[src/rtl/btn_debounce_pkg.sv]
// Shared definitions for the push-button conditioner: FSM state encodings and counter sizing.
package btn_debounce_pkg;

    typedef enum logic [1:0] {
        IDLE   = 2'd0,
        ARM_HI = 2'd1,
        HIGH   = 2'd2,
        ARM_LO = 2'd3
    } state_e;

    // Bits needed for a counter that must reach max_count without wrapping.
    function automatic int unsigned cnt_width(input int unsigned max_count);
        return (max_count < 1) ? 1 : $clog2(max_count + 1);
    endfunction

endpackage

[src/rtl/btn_debounce_if.sv]
// Button pin and conditioned outputs; slave is the debouncer, master is the consuming logic.
interface btn_debounce_if;

    logic btn_in;
    logic btn_level;
    logic btn_rise;
    logic btn_fall;
    logic long_press;

    modport master (
        output btn_in,
        input  btn_level,
        input  btn_rise,
        input  btn_fall,
        input  long_press
    );

    modport slave (
        input  btn_in,
        output btn_level,
        output btn_rise,
        output btn_fall,
        output long_press
    );

endinterface

[src/rtl/sync_ff.sv]
// N-stage synchroniser for an asynchronous pin; reset loads RST_VAL into every stage.
module sync_ff #(
    parameter int unsigned STAGES  = 2,
    parameter bit          RST_VAL = 1'b0
) (
    input  logic clk,
    input  logic rst_n,
    input  logic d_i,
    output logic q_o
);

    logic [STAGES-1:0] sync_q;

    always_ff @(posedge clk or negedge rst_n) begin
        if (!rst_n) begin
            sync_q <= {STAGES{RST_VAL}};
        end else begin
            sync_q <= {sync_q[STAGES-2:0], d_i};
        end
    end

    assign q_o = sync_q[STAGES-1];

endmodule

[src/rtl/btn_debounce.sv]
// Push-button conditioner: synchroniser, counter-qualified debounce FSM, registered edge pulses.
// Define BTN_DEBOUNCE_LONG_PRESS_EN to build the long-press detector; otherwise long_press is 0.
module btn_debounce
    import btn_debounce_pkg::*;
#(
    parameter int unsigned SYNC_STAGES       = 2,
    parameter int unsigned DEBOUNCE_CYCLES   = 250000,
    parameter bit          ACTIVE_LOW_IN     = 1'b1,
    parameter int unsigned LONG_PRESS_CYCLES = 25000000
) (
    input logic           clk,
    input logic           rst_n,
    btn_debounce_if.slave bus
);

    localparam int unsigned           CNT_W    = cnt_width(DEBOUNCE_CYCLES);
    localparam logic [CNT_W-1:0]      CNT_LAST = CNT_W'(DEBOUNCE_CYCLES - 1);

    logic             pin_sync;
    logic             pressed;
    state_e           state_q;
    logic [CNT_W-1:0] cnt_q;
    logic             level_q;
    logic             rise_q;
    logic             fall_q;

    sync_ff #(
        .STAGES  (SYNC_STAGES),
        .RST_VAL (ACTIVE_LOW_IN)
    ) u_sync (
        .clk   (clk),
        .rst_n (rst_n),
        .d_i   (bus.btn_in),
        .q_o   (pin_sync)
    );

    assign pressed = pin_sync ^ ACTIVE_LOW_IN;

    // Qualification stops at CNT_LAST by leaving the ARM state, so the count never wraps.
    always_ff @(posedge clk or negedge rst_n) begin
        if (!rst_n) begin
            state_q <= IDLE;
            cnt_q   <= '0;
            level_q <= 1'b0;
            rise_q  <= 1'b0;
            fall_q  <= 1'b0;
        end else begin
            // NOTE: non-blocking throughout; the pulse defaults below are overridden later in the same block.
            rise_q <= 1'b0;
            fall_q <= 1'b0;
            unique case (state_q)
                IDLE: begin
                    if (pressed) begin
                        state_q <= ARM_HI;
                        cnt_q   <= '0;
                    end
                end
                ARM_HI: begin
                    if (!pressed) begin
                        state_q <= IDLE;
                    end else if (cnt_q == CNT_LAST) begin
                        state_q <= HIGH;
                        level_q <= 1'b1;
                        rise_q  <= 1'b1;
                    end else begin
                        cnt_q <= cnt_q + CNT_W'(1);
                    end
                end
                HIGH: begin
                    if (!pressed) begin
                        state_q <= ARM_LO;
                        cnt_q   <= '0;
                    end
                end
                ARM_LO: begin
                    if (pressed) begin
                        state_q <= HIGH;
                    end else if (cnt_q == CNT_LAST) begin
                        state_q <= IDLE;
                        level_q <= 1'b0;
                        fall_q  <= 1'b1;
                    end else begin
                        cnt_q <= cnt_q + CNT_W'(1);
                    end
                end
            endcase
        end
    end

    assign bus.btn_level = level_q;
    assign bus.btn_rise  = rise_q;
    assign bus.btn_fall  = fall_q;

`ifdef BTN_DEBOUNCE_LONG_PRESS_EN
    localparam int unsigned      HOLD_W    = cnt_width(LONG_PRESS_CYCLES);
    localparam logic [HOLD_W-1:0] HOLD_LAST = HOLD_W'(LONG_PRESS_CYCLES - 1);
    localparam logic [HOLD_W-1:0] HOLD_SAT  = HOLD_W'(LONG_PRESS_CYCLES);

    logic [HOLD_W-1:0] hold_q, hold_d;
    logic              long_q, long_d;

    // Held in IDLE/ARM_HI so it is zero on entry to HIGH; an ARM_LO bounce keeps counting.
    always_comb begin
        hold_d = '0;
        long_d = 1'b0;
        if (state_q == HIGH || state_q == ARM_LO) begin
            hold_d = hold_q;
            long_d = (hold_q == HOLD_LAST);
            if (hold_q != HOLD_SAT) begin
                hold_d = hold_q + HOLD_W'(1);
            end
        end
    end

    always_ff @(posedge clk or negedge rst_n) begin
        if (!rst_n) begin
            hold_q <= '0;
            long_q <= 1'b0;
        end else begin
            hold_q <= hold_d;
            long_q <= long_d;
        end
    end

    assign bus.long_press = long_q;
`else
    // The hold-time parameter stays declared so both builds share one parameter set.
    if (LONG_PRESS_CYCLES == 0) begin : g_long_press_unused
    end

    assign bus.long_press = 1'b0;
`endif

endmodule

[src/flat_wrapper.sv]
// flat-port wrapper written by rule: the top's interface ports become plain ports
module btn_debounce_flat import btn_debounce_pkg::*;
#(
    parameter int unsigned SYNC_STAGES       = 2,
    parameter int unsigned DEBOUNCE_CYCLES   = 250000,
    parameter bit          ACTIVE_LOW_IN     = 1'b1,
    parameter int unsigned LONG_PRESS_CYCLES = 25000000
)
  (clk, rst_n, bus_btn_in, bus_btn_level, bus_btn_rise, bus_btn_fall, bus_long_press);
  btn_debounce_if bus_i ();
  input logic clk;
  input logic rst_n;
  input wire logic [$bits(bus_i.btn_in)-1:0] bus_btn_in;
  output wire logic [$bits(bus_i.btn_level)-1:0] bus_btn_level;
  output wire logic [$bits(bus_i.btn_rise)-1:0] bus_btn_rise;
  output wire logic [$bits(bus_i.btn_fall)-1:0] bus_btn_fall;
  output wire logic [$bits(bus_i.long_press)-1:0] bus_long_press;
  assign bus_i.btn_in = bus_btn_in;
  assign bus_btn_level = bus_i.btn_level;
  assign bus_btn_rise = bus_i.btn_rise;
  assign bus_btn_fall = bus_i.btn_fall;
  assign bus_long_press = bus_i.long_press;
  btn_debounce #(.SYNC_STAGES(SYNC_STAGES), .DEBOUNCE_CYCLES(DEBOUNCE_CYCLES), .ACTIVE_LOW_IN(ACTIVE_LOW_IN), .LONG_PRESS_CYCLES(LONG_PRESS_CYCLES)) u_core (.clk(clk), .rst_n(rst_n), .bus(bus_i));
endmodule
[config.mk]
export PLATFORM = sky130hd
export DESIGN_NAME = btn_debounce_flat
export DESIGN_NICKNAME = d
export VERILOG_FILES = /design/src/rtl/btn_debounce_pkg.sv /design/src/rtl/btn_debounce_if.sv /design/src/rtl/sync_ff.sv /design/src/rtl/btn_debounce.sv /design/src/flat_wrapper.sv
export SDC_FILE = /design/constraint.sdc
export NUM_CORES = 1
export LEC_CHECK = 0
export CAP_MARGIN = 20
export CORE_UTILIZATION = 59
export DETAILED_ROUTE_END_ITERATION = 12
export PLACE_DENSITY_LB_ADDON = 0.25
export SYNTH_ARGS = -nofsm -noshare
export SYNTH_HDL_FRONTEND = slang
export SYNTH_HIERARCHICAL = 1
export SYNTH_SLANG_ARGS = --single-unit
export TNS_END_PERCENT = 1
[constraint.sdc]
create_clock -name clk -period 2.62 [get_ports clk]
set_clock_uncertainty 0.1 [all_clocks]
set_input_delay 0.655 -clock clk [delete_from_list [all_inputs] [get_ports clk]]
set_output_delay 0.655 -clock clk [all_outputs]
set_load 0.005 [all_outputs]
==> impl_metrics.tcl, run 1 <==
set metrics [dict create \
    status "complete, no violations" \
    synthTopCellsByArea "dfrtp_1, a22o_1, mux2_2" \
    synth_top_cell_by_area "dfrtp_1" \
    pin_count 7 \
    yosysWarnings 6 \
    syn-num-nets 145 \
    pre_cts_ws_ns 0.561 \
    syn_area_mm2 0.00149 \
    setup_viol 0 \
    antennaDiodeCount 0 \
    drv_cap 0 \
    drt_wl_total_mm 2.85 \
    htreeDepth 1 \
    syn_avg_cell_area_um2 10.6 \
    grt_usage_pct 24.8 \
    cp_max_fo 13 \
    antenna_found_initial 0 \
    clk_latency_ns 0.32 \
    crit_path_end_kind "register" \
    synth_most_common_cell "dfrtp_1" \
    nNetsFinal 151 \
    cts_tree "built" \
    start_util_pct 64.9 \
    rows 17 \
    initialDrtViolationCount 35 \
    path_class "register to register" \
    hp-class "register to register" \
    fin_total_pwr_mw 0.695 \
    hold_buffers 0 \
    grt_first_pass_wirelength_mm 4.90 \
    drc 0 \
    finalHoldViolCount 0 \
    grt_overflow 0 \
    clk_pin_slew_ns 0.13 \
    synthDistinctLibCells 52 \
    synth_async_sr_flop_share_pct 100 \
    fin_area_mm2 0.00159 \
    crit_arrival_ns 2.22 \
    fin_ws_ns 0.531 \
    synth.top_cell.area_share_pct 38.6 \
    clock-root-buffer "clkbuf_4" \
    rsz0062_at_grt "no" \
    num_vias 1146 \
    via_per_inst 6.59 \
    grt_max_degree 28 \
    dieWidth_um 52.3 \
    die-area_mm2 0.00273 \
    slew_viol_final 0 \
    synth_flop_cell "dfrtp_1" \
    fin_crit_ns 2.09 \
    syn_inst 141 \
    synth_edf_count 0 \
    cts_buffers 3 \
    port_buffers 5 \
    cp-start-kind "register" \
    min_period_over_period_pct 79.7 \
    drive_gt1_share_pct 19.9 \
    cts_buffer_depth 2 \
    gp_congestion 0.843 \
    cts_setup_buffers 0 \
    grt_pass1_vias 1017 \
    fin_tns_setup_ns 0 \
    syn_to_final_growth_pct 6.38 \
    cts.sinks 25 \
    synth_seq_area_share_pct 42.1 \
    power_density_mw_per_mm2 438 \
    placed_area_mm2 0.00156 \
    die_h_um 52.3 \
    cp.required_ns 2.75 \
    dp_hpwl_mm 1.97 \
    first_pass_iters 4 \
    wl_per_cell_um 16.4 \
    ys_seq_elements 25 \
    postRouteAntennaNets 0 \
    fmax_mhz 479 \
    p_leak_nw 0.676 \
    core_area_mm2 0.00230 \
    synthTopCellsByCount "dfrtp_1, nand2_1, a22o_1, inv_1, and3_1" \
    ctsResizeCount 0 \
    vdd_drop_max_uv 417 \
]
## power by group
group	internal, mW	switching (mW)
registers	0.406	0.0347
logic	0.0383	0.0412
clock network	0.0573	0.118
total	0.502	0.193
## critical path, cell delays in order, from the launching register on
cell and delay, ns:
dfrtp_1 0.46, nor4_2 0.39, nand4_4 0.19, o21ai_4 0.38
inv_2 0.15, mux2_4 0.32
## layout by cell type (no fill, tap or decap), types with 2 or more instances in the layout
master / synthesis / layout
a211o_1: 2 / 2
nor2_1: 5 / 5
mux2_2: 5 / 5
o21ai_0: 4 / 4
buf_4: 3 / 3
nand2_1: 8 / 8
dfstp_2: 2 / 2
a221o_1: 2 / 2
dfrtp_1: 23 / 23
and3_1: 6 / 6
mux2i_1: 2 / 2
and3_2: 2 / 2
and4_1: 2 / 2
a31oi_1: 2 / 2
nand3_1: 5 / 5
a41oi_1: 2 / 2
clkbuf_4: 0 / 3
inv_1: 7 / 7
nand4_1: 2 / 2
nor3b_1: 3 / 3
clkdlybuf4s50_1: 0 / 5
nor2b_1: 2 / 2
o31ai_1: 3 / 3
a21oi_1: 3 / 3
nor4_1: 4 / 4
nor3_1: 4 / 4
a22o_1: 7 / 7
nor4_2: 3 / 3
or3_1: 2 / 2
## sequential cells by signal, indices dropped and copies added (netlist names), named ones only
| name | count |
|---|---|
| u_core/cnt_q | 18 |
| u_core/u_sync/sync_q | 2 |
| u_core/state_q | 1 |
| u_core/bus.btn_rise | 1 |
| u_core/bus.btn_level | 1 |
| u_core/bus.btn_fall | 1 |
## cell type report
class                      instances  area (µm²)
multi-input combinational        101         793
fill                             175         711
sequential                        25         628
timing repair buffer               8        72.6
tap                               28        35.0
inverter                           8        30.0
clock buffer                       3        22.5
clock inverter                     1        5.00
## through the flow
step / utilization (%) / hold slack, ns / std cells
2_1_floorplan: - / 0.245 / 141
3_3_place_gp: 67.9 / 0.245 / 170
3_5_place_dp: 67.9 / 0.247 / 170
4_1_cts: 69.1 / 0.270 / 174
5_1_grt: 69.1 / 0.275 / 174
6_report: 69.1 / 0.268 / 174
## layer usage
| metal | share of wire (%) | global-route usage, % | wire length, µm | vias up |
|---|---|---|---|---|
| li1 | - | - | - | 552 |
| met4 | 2.7 | 14.9 | 78 | 0 |
| met3 | 2.7 | 2.61 | 78 | 8 |
| met1 | 49 | 36.3 | 1410 | 558 |
| met5 | 0 | 0 | 0 | - |
| met2 | 45 | 34.8 | 1290 | 28 |
## final timing paths
check / startpoint / endpoint / slack [ns] / depth (start not counted)
worst max-delay path: u_core/cnt_q[9]$_DFFE_PN0P_ / u_core/cnt_q[0]$_DFFE_PN0P_ / 0.53 / 5
min in group asynchronous: rst_n / u_core/cnt_q[8]$_DFFE_PN0P_ / 0.59 / 2
worst min-delay path: u_core/u_sync/sync_q[0]$_DFF_PN1_ / u_core/u_sync/sync_q[1]$_DFF_PN1_ / 0.27 / 0
worst min register to register: u_core/u_sync/sync_q[0]$_DFF_PN1_ / u_core/u_sync/sync_q[1]$_DFF_PN1_ / 0.27 / 0
max in group asynchronous: rst_n / u_core/u_sync/sync_q[0]$_DFF_PN1_ / 1.54 / 2
worst max register to register: u_core/cnt_q[9]$_DFFE_PN0P_ / u_core/cnt_q[0]$_DFFE_PN0P_ / 0.53 / 5
## cells by family after synthesis
group	count (synthesis)	synth area share, %
AND/OR/NAND/NOR	57	27.3
AO/OA/AOI/OAI	32	17.0
XOR/XNOR	2	1.68
flip-flops	25	42.1
adder cells (fa/ha/maj)	1	0.839
multiplexers	8	6.12
buffers and inverters	15	4.70
other	1	0.251
Note: power is estimated with default switching activity, not from simulation.
==> inputs of run 2 (changes only) <==
- CORE_UTILIZATION: 59 -> 53
- clock period: 2.62 -> 1.9 ns (I/O delays scaled with it)
==> run 2 against run 1 <==
Net effect:
- combinational power increased by 78%
- first-iteration DRC count up 31%
- critical path type unchanged
- hold slack worse by 0.0010 ns
- die area is 11% higher
- sequential power up 39%
==> impl_metrics.tcl, run 2 (synthesized netlist as in run 1, its figures left out) <==
set metrics [dict create \
    status "complete, no violations" \
    pre_cts_ws_ns 0.0355 \
    dp_hpwl_mm 2.22 \
    grt_usage_pct 24.9 \
    p_int_mw 0.711 \
    setup_viol 0 \
    rsz0062_at_grt "yes" \
    die_h_um 55.0 \
    nNetsFinal 159 \
    hp-class "register to register" \
    clock-root-buffer "clkbuf_4" \
    worstPathCellList "xor2_2 -> a41oi_1 -> a221o_1" \
    cpLargestDelayFamily "flip-flops" \
    grt_pass1_vias 1126 \
    slew_viol_final 0 \
    drive_gt1_share_pct 28.6 \
    slowest_stage "dfstp_2" \
    p_sw_share_pct 28.5 \
    cp.required_ns 2.01 \
    pwr-share-clk_pct 24.2 \
    grt_max_degree 28 \
    start_util_pct 58.1 \
    final_cell_mix "dfrtp_1, buf_4, nand2_1" \
    final_common_cell "dfrtp_1" \
    cp-start-kind "register" \
    syn_to_final_growth_pct 14.5 \
    reg_top3 "u_core/cnt_q x18, u_core/u_sync/sync_q x2" \
    cts_tree "built" \
    fmax_mhz 540 \
    cts_buffers 3 \
    fin_ws_ns 0.0491 \
    antennaDiodeCount 0 \
    crit_arrival_ns 1.96 \
    path_class "register to register" \
    power_frac_seq_pct 61.6 \
    power_density_mw_per_mm2 583 \
    clk_pin_slew_ns 0.14 \
    first_pass_iters 4 \
    cts_setup_buffers 0 \
    drt_wl_total_mm 3.17 \
    port_buffers 5 \
    rows 18 \
    p_switching_mw 0.284 \
    p_comb_share_pct 14.3 \
    fin_area_mm2 0.00171 \
    crit_path_end_kind "register" \
    drc 0 \
    hold_ws_ns 0.267 \
    regMostFlops "u_core/cnt_q" \
    gp_congestion 0.853 \
    placed_area_mm2 0.00162 \
    finalHoldViolCount 0 \
    fin_total_pwr_mw 0.995 \
    grt_overflow 0 \
    min_period_over_period_pct 97.4 \
    pin_count 7 \
    hold_buffers 0 \
    num_vias 1185 \
    vdd_drop_max_uv 615 \
    largest_reg_flops 18 \
    cts_buffer_depth 2 \
    via_per_inst 6.44 \
    core_area_mm2 0.00257 \
    cts.sinks 25 \
    drv_cap 0 \
    placed_cells 180 \
    die-area_mm2 0.00303 \
    htreeDepth 1 \
    initialDrtViolationCount 46 \
    p_leak_nw 0.733 \
    fin_crit_ns 1.85 \
    grt_first_pass_wirelength_mm 5.28 \
    clk_latency_ns 0.32 \
    wl_per_cell_um 17.2 \
    antenna_found_initial 0 \
    postRouteAntennaNets 0 \
    cp_max_fo 9 \
    path_buf_inv 0 \
    dieWidth_um 55.0 \
    final_cells 184 \
    critPathMaxStageDelay_ns 0.63 \
]
==> run 2: changes by cell type in the layout (fill, tap and decap cells not counted), moves of 2 or more <==
| cell | change |
|---|---|
| nor4_4 | +2 |
| dfrtp_1 | -3 |
| dfrtp_2 | +3 |
| buf_4 | +8 |
==> run 2: path summary, 6_finish.rpt <==
kind	from	end	slack, ns	cells after the start
setup / recovery	u_core/u_sync/sync_q[1]$_DFF_PN1_	u_core/cnt_q[8]$_DFFE_PN0P_	0.05	3
hold / removal	u_core/u_sync/sync_q[0]$_DFF_PN1_	u_core/u_sync/sync_q[1]$_DFF_PN1_	0.27	0
setup reg to reg	u_core/u_sync/sync_q[1]$_DFF_PN1_	u_core/cnt_q[8]$_DFFE_PN0P_	0.05	3
hold reg to reg	u_core/u_sync/sync_q[0]$_DFF_PN1_	u_core/u_sync/sync_q[1]$_DFF_PN1_	0.27	0
max in group asynchronous	rst_n	u_core/u_sync/sync_q[1]$_DFF_PN1_	1.02	2
min in group asynchronous	rst_n	u_core/bus.btn_level$_DFFE_PN0P_	0.39	2
==> run 2: worst reg2reg max path, delay by kind of cell (launching register included) <==
family / cells / cell delay, ns
AO/OA/AOI/OAI: 2 / 0.58
XOR/XNOR: 1 / 0.43
flip-flops: 1 / 0.63
==> run 2: area by class of cell <==
type	count	area (µm²)
clock buffer	3	22.5
inverter	8	30.0
clock inverter	1	7.51
sequential	25	632
multi-input combinational	101	846
timing repair buffer	16	133
fill	202	860
tap	30	37.5
==> run 2: per-layer routing <==
layer | track usage (%) | routed length [µm] | vias up
met5 | 0 | 0 | -
met3 | 3.28 | 143 | 4
met1 | 34.2 | 1430 | 579
met2 | 39.0 | 1570 | 37
met4 | 11.3 | 29 | 0
li1 | - | - | 565
==> run 2: metrics by stage <==
stage	utilization, %	TNS (ns)
6_report	66.5	0
3_5_place_dp	63.2	0
4_1_cts	64.3	0
3_3_place_gp	63.2	0
5_1_grt	66.5	-0.101
2_1_floorplan	-	0
==> run 2: power by group through the flow <==
stage               Combinational (mW)  Sequential [mW]  Clock [mW]
floorplan                       0.0817            0.609           0
global placement                 0.130            0.610           0
detailed placement               0.135            0.613           0
CTS                              0.136            0.603       0.258
global route                     0.157            0.620       0.273
finish                           0.142            0.613       0.240
==> run 2: what timing repair did <==
action / in CTS / in global routing
endpoints found under the hold margin: 0 / 0
resized for setup: 0 / 11
endpoints found under the setup margin: 0 / 11
==> inputs of run 3 (changes only) <==
- CORE_UTILIZATION: 53 -> 45
==> run 3 against run 2 <==
Net effect:
- the run now ends with setup timing left
- critical endpoint unchanged
- critical path depth rose by 1
- non-clock buffer count rose by 3
- power rose by 0.53%
- setup slack got worse by 0.053 ns
- design area rose by 2.0%
- sequential power fell by 2%
- highest routed layer unchanged
- critical path type unchanged
==> impl_metrics.tcl, run 3 (synthesized netlist as in run 1, its figures left out) <==
set metrics [dict create \
    cp.required_ns 2.02 \
    cts_tree "built" \
    power_density_mw_per_mm2 574 \
    slew_viol_final 0 \
    final_cell_mix "dfrtp_1, buf_4, nand2_1" \
    syn_to_final_growth_pct 16.8 \
    rr_startpoint "u_core/cnt_q[7]$_DFFE_PN0P_" \
    start_util_pct 48.1 \
    status "finished, violations left" \
    p_leak_nw 0.749 \
    num_vias 1185 \
    drc 0 \
    drive_gt1_share_pct 29.9 \
    fmax_mhz 525 \
    violations "setup timing" \
    drv_cap 0 \
    wl_per_cell_um 16.0 \
    via_per_inst 5.90 \
    regMostFlops "u_core/cnt_q" \
    grt_usage_pct 21.8 \
    cts_buffer_depth 2 \
    htreeDepth 1 \
    fin_tns_setup_ns -0.00360 \
    rsz0062_at_grt "yes" \
    grt_first_pass_wirelength_mm 5.71 \
    pin_count 7 \
    nNetsFinal 162 \
    initialDrtViolationCount 34 \
    crit_path_end_kind "register" \
    hp-class "register to register" \
    startpoint "u_core/cnt_q[7]$_DFFE_PN0P_" \
    core_area_mm2 0.00310 \
    largest_reg_flops 18 \
    first_pass_iters 4 \
    cp_max_fo 6 \
    cp-start-kind "register" \
    grt_max_degree 28 \
    final_common_cell "dfrtp_1" \
    port_buffers 5 \
    antennaDiodeCount 0 \
    drt_wl_total_mm 3.22 \
    antenna_found_initial 0 \
    finalHoldViolCount 0 \
    fill_cells 294 \
    min_period_over_period_pct 100 \
    cts.sinks 25 \
    reg_top3 "u_core/cnt_q x18, u_core/u_sync/sync_q x2" \
    grt_overflow 0 \
    gp_congestion 0.830 \
    vdd_drop_max_uv 671 \
    fin_area_mm2 0.00174 \
    die-area_mm2 0.00355 \
    setup_viol 1 \
    die_h_um 59.6 \
    postRouteAntennaNets 0 \
    path_class "register to register" \
    clk_pin_slew_ns 0.14 \
    dieWidth_um 59.6 \
    rows 20 \
    min-delay-start "u_core/u_sync/sync_q[0]$_DFF_PN1_" \
    fin_ws_ns -0.00360 \
    fin_crit_ns 1.90 \
    grt_pass1_vias 1215 \
    dp_hpwl_mm 2.25 \
    cts_buffers 3 \
    placed_area_mm2 0.00166 \
    clock-root-buffer "clkbuf_4" \
    crit_arrival_ns 2.03 \
    clk_latency_ns 0.32 \
]
-- run 3: path summary, 6_finish.rpt --
check                                                    end  slack [ns]  cells after the start
min                        u_core/u_sync/sync_q[1]$_DFF_PN1_        0.27                      0
max in group asynchronous  u_core/u_sync/sync_q[0]$_DFF_PN1_        1.03                      2
max reg2reg                      u_core/cnt_q[8]$_DFFE_PN0P_      -0.004                      4
min in group asynchronous   u_core/bus.btn_level$_DFFE_PN0P_        0.39                      2
min reg2reg                u_core/u_sync/sync_q[1]$_DFF_PN1_        0.27                      0
max                              u_core/cnt_q[8]$_DFFE_PN0P_      -0.004                      4
-- run 3: worst max-delay path, stage by stage, from the launching register on --
cell and delay, ns:
dfrtp_1 0.43, buf_4 0.16, nor4bb_1 0.43, a41oi_1 0.31, a221o_1 0.39
-- run 3: cell type report --
type	count	area [µm²]	area share (%)
multi-input cells	101	841	48.3
flip-flops and latches	25	633	36.4
repair buffers	19	155	8.91
well taps	44	55.1	3.16
inverters	8	30.0	1.72
clock buffers	3	22.5	1.29
clock inverters	1	5.00	0.287
-- run 3: where the power goes --
group	total, mW	internal, mW	switching, mW	leakage [nW]
clock network	0.238	0.0789	0.159	0.0177
logic	0.159	0.0769	0.0820	0.401
registers	0.603	0.562	0.0414	0.330
total	1.00	0.718	0.283	0.749
-- run 3: timing repair --
| action | in CTS | in global routing |
|---|---|---|
| pin swaps | 0 | 0 |
| hold buffers | 0 | 0 |
| gates resized for setup | 2 | 9 |
| cloned | 0 | 0 |
| endpoints found under the setup margin | 4 | 7 |
| setup buffers | 0 | 0 |
-- run 3: metrics by stage --
stage	util, %	power [mW]	worst slack, ns	hold WS, ns	cells
5_1_grt	56.1	1.05	-0.0572	0.274	201
3_5_place_dp	53.5	0.761	-0.0371	0.248	197
2_1_floorplan	-	0.691	0.0142	0.0794	141
4_1_cts	54.9	1.01	0.00240	0.267	201
6_report	56.1	1.00	-0.00360	0.266	201
3_3_place_gp	53.5	0.753	0.00730	0.247	197
-- run 3: layer usage --
layer | GRT usage (%) | part of all wire [%]
met4 | 3.99 | 0.59
met5 | 0 | 0
met3 | 4.59 | 2.6
met2 | 37.1 | 51
met1 | 29.0 | 46
==> RTL edit, RTL diff (settings of run 2) <==
Re-encode `state_e` (4 states) as one-hot, 4 bits wide.
--- a/src/rtl/btn_debounce_pkg.sv
+++ b/src/rtl/btn_debounce_pkg.sv
@@ -2,9 +2,9 @@
 package btn_debounce_pkg;
 
-    typedef enum logic [1:0] {
-        IDLE   = 2'd0,
-        ARM_HI = 2'd1,
-        HIGH   = 2'd2,
-        ARM_LO = 2'd3
+    typedef enum logic [3:0] {
+        IDLE   = 4'b0001,
+        ARM_HI = 4'b0010,
+        HIGH   = 4'b0100,
+        ARM_LO = 4'b1000
     } state_e;
 
Function: no difference found for any inputs over 10 cycles, from zero or initial values and one cycle with rst_n low; not proved beyond that.
==> RTL edit against run 2 <==
The run now ends with setup timing left. Sequential cell count increased by 2. Via count rose by 28%. Worst setup slack lost 0.28 ns. First-iteration DRC count rose by 43%. Cell area up 17%. Wire length grew 22%. Area after synthesis rose by 6.3%. Maximum frequency shrank 13%.
Power is not compared: it rests on default switching activity, and its combinational part moved more than twofold at a synthesized area within 25%.
==> RTL edit: results (changes against run 2) <==
Synth area leaders=dfrtp_1 38%, dfstp_2 5.0%, a31oi_1 3.9%, nand2_1 3.8%, and3_1 3.6%; hold path depth=0 (unchanged); fraction of area in multi-input gates=0.437 (-0.0579); DP HPWL=2.79 mm (+25%); max incr delay on CP=0.50 ns (-0.13 ns); Clock Latency Late Sink=0.33 ns; Yosys warning count=6 (unchanged); Yosys reg bits=27 (+8.0%); initial antenna violation count=0 (unchanged); non-clock inverter count=5 (-3); R2R cell count=6 (+3); status=complete, but fails checks; Largest regs=u_core/cnt_q x18, u_core/state_q x4, u_core/u_sync/sync_q x2; first-pass GRT wire length=6.73 mm (+28%); fraction of registers with async set/reset=1.00 (unchanged); final wirelength=3.88 mm (+22%); largest net degree at the start of global routing=28 (unchanged); vias in the first global route=1546 (+37%); post-CTS setup buffer count=0 (unchanged); Final Net Count=219 (+38%); Reg clk slew, reported paths=0.16 ns (+0.02 ns); Post-Place Worst Slack=-0.190 ns (-0.225 ns); Data buffer area share=0.180 (+0.102); Clock buf/inv share=0.0150 (-0.00261); final worst slack=-0.231 ns (-0.280 ns); failing checks=setup timing; Crit Reg-Reg Startpoint=u_core/cnt_q[15]; metal3 WL=161 um (+13%); storage element area=681 sq um (+7.7%); Post-Syn Nets=178 (+23%); met2 wire length=1.96 mm (+25%); Cell variety after synth=47 (-9.6%); layout buffer count excluding clock buffers=46 (+30); CP max-delay cell=or4_4; clk root buf=clkbuf_4; fill count=231 (+14%); routed length on met1=1.70 mm (+19%); routability congestion estimate=0.913 (+7.0%); synth cell count leaders=24 x dfrtp_1, 16 x nand2_1, 11 x nor2_1; Net Sw Frac=0.315; TritonRoute pass-1 iters=5 (+1); register area share after synthesis=0.429 (+0.00743); Cell Area, Placed=1930 sq um (+19%); post-route cell area=2010 sq um (+17%); CTS H-tree lvls=1 (unchanged); starting DRC count in detailed routing=66 (+43%); GRT Util Overall=0.270 (+0.0213); delay-heaviest family, CP=simple AND/OR/NAND/NOR gates; Critical Path Fanout Max=10 (+1); # setup viols final=11 (+11); CTS buffer count=3 (unchanged); comb_multi_in=132 (+31%); maximum VDD drop=0.551 mV; crit path DAT=2.27 ns (+0.31 ns); layout cells sized above 1=0.318 (+0.0320); Vias/cell=6.20 (-3.7%)
[RTL edit: cell types whose count changed after synthesis, sizes merged, moves of 6 or more]
cell	change
a22o	-8
nor2	+6
nor3	+7
nand2	+8
a31oi	+8
nand2b	+6
[RTL edit: routing by layer]
metal / vias up / GRT usage
met5: - / 0
met4: 0 / 0.118
met3: 8 / 0.0346
met2: 44 / 0.473
met1: 743 / 0.332
li1: 724 / -
[RTL edit: cell families after synthesis]
group	after synthesis	synth area share
mux	3	0.0197
buf+inv	15	0.0521
simple gates	86	0.309
compound gates	40	0.170
other cells	1	0.00237
fa+ha+maj	1	0.00789
xor+xnor	1	0.0103
flops	27	0.429
[RTL edit: repair_timing]
action | 4_1_cts | 5_1_grt
gates resized for setup | 9 | 4
cloned | 0 | 0
pin swaps | 4 | 3
setup endpoints to repair | 23 | 22
[RTL edit: final timing paths]
path	to	slack, ns
max reg2reg	u_core/cnt_q[2]	-0.23
min	u_core/u_sync/sync_q[1]	0.27
min in group asynchronous	u_core/state_q[1]	0.39
max	u_core/cnt_q[2]	-0.23
min reg2reg	u_core/u_sync/sync_q[1]	0.27
max in group asynchronous	u_core/u_sync/sync_q[1]	1.01
[RTL edit: stage by stage]
| step | util | cells | hold slack, ns | setup TNS [ns] |
|---|---|---|---|---|
| after floorplan | - | 174 | 0.0794 | -2.31 |
| after global placement | 0.686 | 241 | 0.246 | -1.17 |
| after detailed placement | 0.686 | 241 | 0.248 | -1.69 |
| after CTS | 0.712 | 245 | 0.269 | -1.34 |
| after global routing | 0.715 | 245 | 0.271 | -2.44 |
| final | 0.715 | 245 | 0.268 | -1.49 |
